**src/rtl/hls_deadlock_chan_monitor_pkg.sv**
```systemverilog
// hls_deadlock_pkg: shared constants, types and the per-channel info code for the deadlock monitor
package hls_deadlock_pkg;
    localparam int PERSIST_W = 8;
    typedef logic [PERSIST_W-1:0] persist_cnt_t;
    typedef logic [63:0] info_field_t;
    // One bit cleared per channel, position wrapping at the field width; caller truncates.
    function automatic info_field_t code(input int chan, input int info_w);
        return ~(info_field_t'(1) << (chan % info_w));
    endfunction
endpackage

```
**src/rtl/hls_deadlock_chan_monitor_if.sv**
```systemverilog
// hls_deadlock_chan_monitor_if: raw block/idle inputs and debug outputs of one deadlock monitor
interface hls_deadlock_chan_monitor_if #(
    parameter int NUM_CHAN = 8,
    parameter int NUM_INST = 1,
    parameter int INFO_W   = 8,
    parameter int IDX_W    = (NUM_CHAN > 1) ? $clog2(NUM_CHAN) : 1
);
    logic [NUM_CHAN-1:0]        axis_block_sigs;
    logic [NUM_INST-1:0]        inst_idle_sigs;
    logic [NUM_INST-1:0]        inst_block_sigs;
    logic                       clear;
    logic [NUM_CHAN*INFO_W-1:0] axis_block_info;
    logic                       block;
    logic [IDX_W-1:0]           first_chan;
    logic                       first_valid;
    logic [31:0]                block_cycles;
    modport master (
        output axis_block_sigs, inst_idle_sigs, inst_block_sigs, clear,
        input  axis_block_info, block, first_chan, first_valid, block_cycles
    );
    modport slave (
        input  axis_block_sigs, inst_idle_sigs, inst_block_sigs, clear,
        output axis_block_info, block, first_chan, first_valid, block_cycles
    );
endinterface

```
**src/rtl/hls_deadlock_chan_monitor_persist_cnt.sv**
```systemverilog
// hls_deadlock_persist_cnt: confirms a channel once its block signal persists PERSIST_CYC cycles
module hls_deadlock_persist_cnt
    import hls_deadlock_pkg::*;
#(
    parameter int PERSIST_CYC = 1
) (
    input  logic clock,
    input  logic reset,
    input  logic sig,
    output logic conf
);
    localparam persist_cnt_t P = persist_cnt_t'(PERSIST_CYC);
    persist_cnt_t cnt;
    always_ff @(posedge clock or negedge reset)
        if (!reset) cnt <= '0;
        else        cnt <= sig ? ((cnt == P) ? cnt : cnt + 1'b1) : '0;
    // Confirms on the Nth high cycle itself, and for one more cycle after the drop when saturated.
    assign conf = (cnt == P - 1'b1 && sig) || cnt == P;
endmodule

```
**src/rtl/hls_deadlock_chan_monitor.sv**
```systemverilog
// hls_deadlock_chan_monitor: persistence-filtered deadlock detector with first-channel capture and
// a saturating blocked-cycle counter, optionally sticky until clear.
module hls_deadlock_chan_monitor
    import hls_deadlock_pkg::*;
#(
    parameter int NUM_CHAN    = 8,
    parameter int NUM_INST    = 1,
    parameter int INFO_W      = 8,
    parameter int PERSIST_CYC = 1,
    parameter int STICKY      = 0,
    parameter int IDX_W       = (NUM_CHAN > 1) ? $clog2(NUM_CHAN) : 1
) (
    input logic                        clock,
    input logic                        reset,
    hls_deadlock_chan_monitor_if.slave bus
);
    logic [NUM_CHAN-1:0]        conf;
    logic [NUM_CHAN*INFO_W-1:0] info_d, info_q;
    logic [IDX_W-1:0]           low_idx, fc_q;
    logic                       hit, block_q, fv_q;
    logic [31:0]                cyc_q;
    for (genvar c = 0; c < NUM_CHAN; c++) begin : g_chan
        hls_deadlock_persist_cnt #(.PERSIST_CYC(PERSIST_CYC)) u_cnt (
            .clock(clock), .reset(reset), .sig(bus.axis_block_sigs[c]), .conf(conf[c])
        );
        assign info_d[c*INFO_W +: INFO_W] = conf[c] ? INFO_W'(code(c, INFO_W)) : '0;
    end
    always_comb begin
        low_idx = '0;
        for (int i = NUM_CHAN - 1; i >= 0; i--) if (conf[i]) low_idx = IDX_W'(i);
    end
    assign hit = |conf || |(bus.inst_block_sigs & ~bus.inst_idle_sigs);
    always_ff @(posedge clock or negedge reset)
        if (!reset) begin
            block_q <= 1'b0;
            info_q  <= '0;
            fc_q    <= '0;
            fv_q    <= 1'b0;
            cyc_q   <= '0;
        end else if (bus.clear) begin
            block_q <= 1'b0;
            info_q  <= '0;
            fc_q    <= '0;
            fv_q    <= 1'b0;
            cyc_q   <= '0;
        end else begin
            block_q <= (STICKY != 0) ? (block_q | hit) : hit;
            info_q  <= (STICKY != 0) ? (info_q | info_d) : info_d;
            cyc_q   <= (block_q && cyc_q != '1) ? cyc_q + 32'd1 : cyc_q;
            if (STICKY == 0 && !hit) fv_q <= 1'b0;
            else if (!fv_q && |conf) begin
                fv_q <= 1'b1;
                fc_q <= low_idx;
            end
        end
    assign bus.block           = block_q;
    assign bus.axis_block_info = block_q ? info_q : '0;
    assign bus.first_chan      = fc_q;
    assign bus.first_valid     = fv_q;
    assign bus.block_cycles    = cyc_q;
endmodule

```
**src/flat_wrapper.sv**
```systemverilog
// flat-port wrapper written by rule: the top's interface ports become plain ports
module hls_deadlock_chan_monitor_flat import hls_deadlock_pkg::*;
#(
    parameter int NUM_CHAN    = 8,
    parameter int NUM_INST    = 1,
    parameter int INFO_W      = 8,
    parameter int PERSIST_CYC = 1,
    parameter int STICKY      = 0,
    parameter int IDX_W       = (NUM_CHAN > 1) ? $clog2(NUM_CHAN) : 1
)
  (clock, reset, bus_axis_block_sigs, bus_inst_idle_sigs, bus_inst_block_sigs, bus_clear, bus_axis_block_info, bus_block, bus_first_chan, bus_first_valid, bus_block_cycles);
  hls_deadlock_chan_monitor_if #(.NUM_CHAN(NUM_CHAN), .NUM_INST(NUM_INST), .INFO_W(INFO_W), .IDX_W(IDX_W)) bus_i ();
  input logic clock;
  input logic reset;
  input wire logic [$bits(bus_i.axis_block_sigs)-1:0] bus_axis_block_sigs;
  input wire logic [$bits(bus_i.inst_idle_sigs)-1:0] bus_inst_idle_sigs;
  input wire logic [$bits(bus_i.inst_block_sigs)-1:0] bus_inst_block_sigs;
  input wire logic [$bits(bus_i.clear)-1:0] bus_clear;
  output wire logic [$bits(bus_i.axis_block_info)-1:0] bus_axis_block_info;
  output wire logic [$bits(bus_i.block)-1:0] bus_block;
  output wire logic [$bits(bus_i.first_chan)-1:0] bus_first_chan;
  output wire logic [$bits(bus_i.first_valid)-1:0] bus_first_valid;
  output wire logic [$bits(bus_i.block_cycles)-1:0] bus_block_cycles;
  assign bus_i.axis_block_sigs = bus_axis_block_sigs;
  assign bus_i.inst_idle_sigs = bus_inst_idle_sigs;
  assign bus_i.inst_block_sigs = bus_inst_block_sigs;
  assign bus_i.clear = bus_clear;
  assign bus_axis_block_info = bus_i.axis_block_info;
  assign bus_block = bus_i.block;
  assign bus_first_chan = bus_i.first_chan;
  assign bus_first_valid = bus_i.first_valid;
  assign bus_block_cycles = bus_i.block_cycles;
  hls_deadlock_chan_monitor #(.NUM_CHAN(NUM_CHAN), .NUM_INST(NUM_INST), .INFO_W(INFO_W), .PERSIST_CYC(PERSIST_CYC), .STICKY(STICKY), .IDX_W(IDX_W)) u_core (.clock(clock), .reset(reset), .bus(bus_i));
endmodule
```
**config.mk**
```make
export PLATFORM = sky130hd
export DESIGN_NAME = hls_deadlock_chan_monitor_flat
export DESIGN_NICKNAME = d
export VERILOG_FILES = /design/src/rtl/hls_deadlock_chan_monitor_pkg.sv /design/src/rtl/hls_deadlock_chan_monitor_if.sv /design/src/rtl/hls_deadlock_chan_monitor_persist_cnt.sv /design/src/rtl/hls_deadlock_chan_monitor.sv /design/src/flat_wrapper.sv
export SDC_FILE = /design/constraint.sdc
export NUM_CORES = 1
export LEC_CHECK = 0
export ABC_AREA = 0
export CAP_MARGIN = 20
export CORE_MARGIN = 1
export CORE_UTILIZATION = 30
export CTS_CLUSTER_SIZE = 8
export DETAILED_ROUTE_END_ITERATION = 10
export DONT_BUFFER_PORTS = 1
export GPL_TIMING_DRIVEN = 0
export PLACE_DENSITY = 0.49
export SYNTH_ARGS = -nofsm -noshare
export SYNTH_HDL_FRONTEND = slang
export SYNTH_HIERARCHICAL = 1
export SYNTH_SLANG_ARGS = --single-unit
```
**constraint.sdc**
```tcl
create_clock -name clock -period 3.62 [get_ports clock]
set_input_delay 0.181 -clock clock [delete_from_list [all_inputs] [get_ports clock]]
set_output_delay 0.181 -clock clock [all_outputs]
set_load 0.01 [all_outputs]
```
======== Yosys cells after proc, flatten, opt, wreduce, memory -nomap -nowiden ========
Index checks and enable logic that the tools add are counted.
Widths: inputs -> output; s select.
storage, ports and cells
  register bits ........................... 165
  input port bits ......................... 13
  memories kept ........................... 0
  ROM bits ................................ 0
  bits in latches ......................... 0
  word-level logic and storage cells ...... 118
  output and inout bits ................... 101
  RAM bits ................................ 0
cells by class
  shifts and indexed selects .............. 0
  reductions and logical operators ........ 33
  multiplexer cells ....................... 43
  magnitude comparators ................... 0
  bitwise logic cells ..................... 2
  eq/ne operators ......................... 18
  div/mod/pow operators ................... 0
  add/sub/neg operators ................... 9
  multipliers ............................. 0
operators with widths
  cell                   number
  $mux 8                 23
  $mux 64                2
  $add 8x1->8 const B    8
  $eq 8x1->1 const B     8
  $logic_not 8->1        8
  $mux 32                2
  $mux 3                 11
  $add 32x1->32 const B  1
  $ne 32x32->1 const B   1
  $ne 2x2->1 const B     8
  $logic_and 1x1->1      10
  $logic_or 1x1->1       9
  $reduce_or 8->1        1
  $mux 7                 1
  $reduce_bool 2->1      3
  $mux 1                 4
  $ne 3x3->1 const B     1
  $reduce_and 2->1       1
  $and 1x1->1            1
  $logic_not 1->1        1
  $not 1->1              1

======== Logic depth before layout (Yosys ltp) ========
  depth after elaboration ................. 14
  gate-level depth with buffers ........... 9
  gate-level depth less buffers ........... 9

======== Hierarchy ========
Netlist, hierarchy kept.
modules (own cells, without submodules)
  module                     area each (um^2)  times used  seq. area each (um^2)  cells an instance
  hls_deadlock_persist_cnt   456.7             8           200.2                  49
  hls_deadlock_chan_monitor  2824.0            1           1126.1                 316

======== Least setup slack after synthesis ========
OpenSTA, ideal clock, no wires.
  path type ............................... reg2reg
  start point ............................. register u_core.cyc_q[8], in the netlist u_core/bus.block_cycles[8]
  end point ............................... register u_core.cyc_q[23], in the netlist u_core/bus.block_cycles[23]
  clock period less this slack ............ 2077 ps
  arrival time ............................ 1953 ps
  buffers on the path ..................... 1
  setup time .............................. 125 ps
  stages on the path, launching flop included .. 7
  path slack .............................. 1543 ps
  required time ........................... 3495 ps
  cell sequence ........................... dfrtp_1 > and4_4 > nand4_4 > or3_4 > buf_6 > nor4_1 > mux2_2
between the ends
  longest elaborated chain between the ends .. 3
  elaborated cells between the ends (all ways) .. 6
  those cells by class .................... add/sub: 1; eq/ne: 1; mux: 2; reduce/logical: 2
RTL lines
  item                                           line                             text
  start, declared                                hls_deadlock_chan_monitor.sv:21  logic [31:0] cyc_q;
  start signal, assigned                         hls_deadlock_chan_monitor.sv:49  cyc_q <= (block_q && cyc_q != '1) ? cyc_q + 32'd1 : cyc_q;
  $add 32x1->32 or $ne 32x32->1 (tied branches)  hls_deadlock_chan_monitor.sv:49
  $mux 32 or $logic_and 1x1->1 (tied branches)   hls_deadlock_chan_monitor.sv:49
  $mux 32 or $reduce_bool 2->1 (tied branches)   --
Parallel ways exist; a longest one is shown, timed or not. The select of a mux whose other input is x is not followed.
A chain may end at the register's enable or synchronous reset.

======== Worst setup path in the final report ========
  start point ............................. register u_core.cyc_q[27], in the netlist u_core/bus.block_cycles[27]
  end point ............................... register u_core.cyc_q[15], in the netlist u_core/bus.block_cycles[15]
between the ends
  longest elaborated chain between the ends .. 3
RTL lines
  item                                line
  $ne 32x32->1                        hls_deadlock_chan_monitor.sv:49
  $logic_and 1x1->1                   hls_deadlock_chan_monitor.sv:49
  $reduce_bool 2->1 (no source line)  --
Every way passes these cells.

==> impl_metrics.json <==
{
  "finalCritPeriodShare_pct": 66.7,
  "mostFrequentLayoutCells": "109 x dfrtp_1, 95 x nand2_1, 57 x buf_4",
  "routedWlPerCell_um": 14.5,
  "leakage_nw": 3.07,
  "place_inst": 990,
  "p_switching_mw": 1.21,
  "crit_fanout": 10,
  "internal_power_mw": 2.43,
  "criticalPathCategory": "flip-flop to flip-flop",
  "place.gp.congestion": 0.778,
  "crit_required_ns": 3.84,
  "grt_pass1_vias": 4615,
  "cts.clk_slew.worst_paths_ns": 0.07,
  "synth_edf_count": 0,
  "cts.sinks": 109,
  "vias_per_cell": 4.84,
  "dr_total_vias": 4914,
  "grt_start_max_net_pins": 110,
  "cts_root_buf": "clkbuf_16",
  "cts_inserted_buffers": 9,
  "power_frac_clock_pct": 30.0,
  "async_flop_share_pct": 100,
  "powerDensity_nw_per_um2": 500,
  "syn_inst": 708,
  "grt_pass1_wl_mm": 23.8,
  "insertion_delay_ns": 0.35,
  "fp-row-count": 53,
  "die_area_sq_um": 22200,
  "final_hold_viol_count": 0,
  "fin_skew_ns": 0.00942,
  "worst_pin_slew_ns": 0.687,
  "io_buffers": 0,
  "yosysSeqAreaShare_pct": 42.1,
  "first_pass_iters": 4,
  "clock_path_buffers": 2,
  "drv_slew": 0,
  "ios": 114,
  "crit_arrival_ns": 2.63,
  "drc": 0,
  "hp-class": "primary input to flip-flop",
  "fin_cells": 1016,
  "wl_mm": 14.7,
  "fin_setup_tns_ns": 0,
  "ys_types": 47,
  "max-slew-margin-rel_pct": 54.2,
  "yosys_register_bits": 109,
  "dpl.hpwl_mm": 10.3,
  "fmaxAchievable_ghz": 0.414,
  "synthesis.area_sq_um": 6480,
  "die_x_um": 149,
  "num_antenna_cells": 0,
  "die-height_um": 149,
  "status": "completed",
  "combPwrFrac_pct": 28.2,
  "antenna_left": 0,
  "drive_gt1_share_pct": 13.9,
  "nets": 774,
  "maxCapViolCount": 0,
  "cp-start-kind": "flip-flop",
  "drt_iter0_markers": 207,
  "initial_core_util_pct": 30.7,
  "rsz0062_at_grt": "false",
  "cts_tree": "built",
  "antenna_found_initial": 0,
  "seqPwrFrac_pct": 41.8,
  "layout-area-overhead-vs-synth_pct": 12.6,
  "yosysWarningCount": 6,
  "setup_viol": 0,
  "grt.total_usage_pct": 13.6,
  "crit_path_end_kind": "flip-flop",
  "ir_worst_vdd_v": 0.000214,
  "core-area_sq_um": 21100,
  "netSwitchingFraction_pct": 33.2,
  "syn_avg_cell_area_sq_um": 9.15,
  "ys.flop_type": "dfrtp_1",
  "p_total_mw": 3.64,
  "cts.htree.levels": 3,
  "layout_min_cycle_time_ns": 2.42,
  "overflow": 0,
  "layout_commonest_cell": "dfrtp_1",
  "fillers": 2224
}
## metrics by stage
stage / setup slack, ns / hold WS, ns / cell area, sq um / utilization [%]
floorplan: 1.54 / -0.115 / 6500 / -
global placement: 1.21 / -0.112 / 6850 / 32.5
detailed placement: 1.20 / -0.112 / 6850 / 32.5
CTS: 1.19 / 0.0458 / 7290 / 34.6
global route: 0.923 / 0.0462 / 7290 / 34.6
finish: 1.20 / 0.0292 / 7290 / 34.6
## area by class of cell
class / instances / area, sq um / share of cell area (%)
Clock inverter: 6 / 86.3 / 1.18
Multi-Input combinational cell: 506 / 3180 / 43.6
Buffer: 76 / 510 / 7.00
Sequential cell: 109 / 2730 / 37.4
Clock buffer: 10 / 239 / 3.28
Inverter: 24 / 90.1 / 1.24
Timing Repair Buffer: 10 / 118 / 1.61
Tap cell: 275 / 344 / 4.72
## worst max-delay path, stage by stage (launching register included)
cell and delay (ns):
dfrtp_1 0.50, nand4_1 0.25, nor4_1 0.58, a41o_1 0.25
buf_2 0.21, buf_2 0.28, or3_1 0.15, a21oi_1 0.06
## state kept, by name (all words and copies together) (netlist names)
| name | cells |
|---|---|
| u_core/bus.block | 1 |
| u_core/bus.block_cycles | 32 |
| u_core/bus.first_chan | 3 |
| u_core/g_chan.u_cnt/cnt | 64 |
| u_core/bus.first_valid | 1 |
| u_core/info_q | 8 |
## Yosys cell counts (all sizes together) (3+ instances only)
cell type  instances  area [sq um]
dfrtp            109          2730
nand2             95           357
buf               62           458
nor2              37           139
nand3             35           215
a21oi             34           170
o21ai             29           145
and2              27           169
ha                25           313
mux2i             25           250
or3               25           161
inv               24          90.1
o31ai             20           150
xnor2             20           175
a21boi            17           128
nor4              17           113
nor3              16          85.1
clkbuf            14          52.6
or4               13          97.6
nor2b             11          68.8
and3              10          72.6
nand3b            10          75.1
nand2b             9          56.3
nand4              9          77.6
mux2               3          33.8
## power groups by stage
| stage | combinational, mW | clock [mW] | sequential, mW |
|---|---|---|---|
| after global routing | 1.17 | 1.18 | 1.55 |
| after floorplan | 0.836 | 0 | 1.50 |
| after global placement | 1.00 | 0 | 1.55 |
| after detailed placement | 1.00 | 0 | 1.55 |
| final | 1.03 | 1.09 | 1.52 |
| after CTS | 1.05 | 1.14 | 1.53 |
## routing by layer
metal	up-vias	track usage, %	routed length (um)
li1	2456	-	-
met1	2325	17.1	6670
met2	115	22.6	6940
met3	18	3.76	894
met4	0	4.23	228
met5	-	0	0
## kinds of logic after synthesis
kind of cell             after synthesis  share of synthesized area (%)
other                                  1                         0.0579
buffers and inverters                100                           9.27
multiplexers                          28                           4.38
XOR/XNOR                              22                           2.97
AO/OA/AOI/OAI                        107                           10.0
AND/OR/NAND/NOR                      316                           26.3
adder cells (fa/ha/maj)               25                           4.83
flip-flops                           109                           42.1
## worst paths after layout
check,startpoint,end,slack [ns],depth (start not counted)
setup / recovery,u_core/bus.block_cycles[27],u_core/bus.block_cycles[15],1.20,7
hold / removal,bus_inst_block_sigs,u_core/bus.block,0.03,2
setup reg to reg,u_core/bus.block_cycles[27],u_core/bus.block_cycles[15],1.20,7
hold reg to reg,u_core/g_chan[5].u_cnt/cnt[7],u_core/g_chan[5].u_cnt/cnt[7],0.55,2
max in group asynchronous,reset,u_core/bus.first_valid,2.75,2
min in group asynchronous,reset,u_core/bus.block_cycles[11],0.44,2
## repair_timing
action | CTS | global route
buffers inserted | 0 | 0
hold endpoints to repair | 133 | 0
resized for setup | 0 | 0
hold buffers | 10 | 0
endpoints found under the setup margin | 0 | 0
No activity file was read; power rests on OpenSTA's default activity.
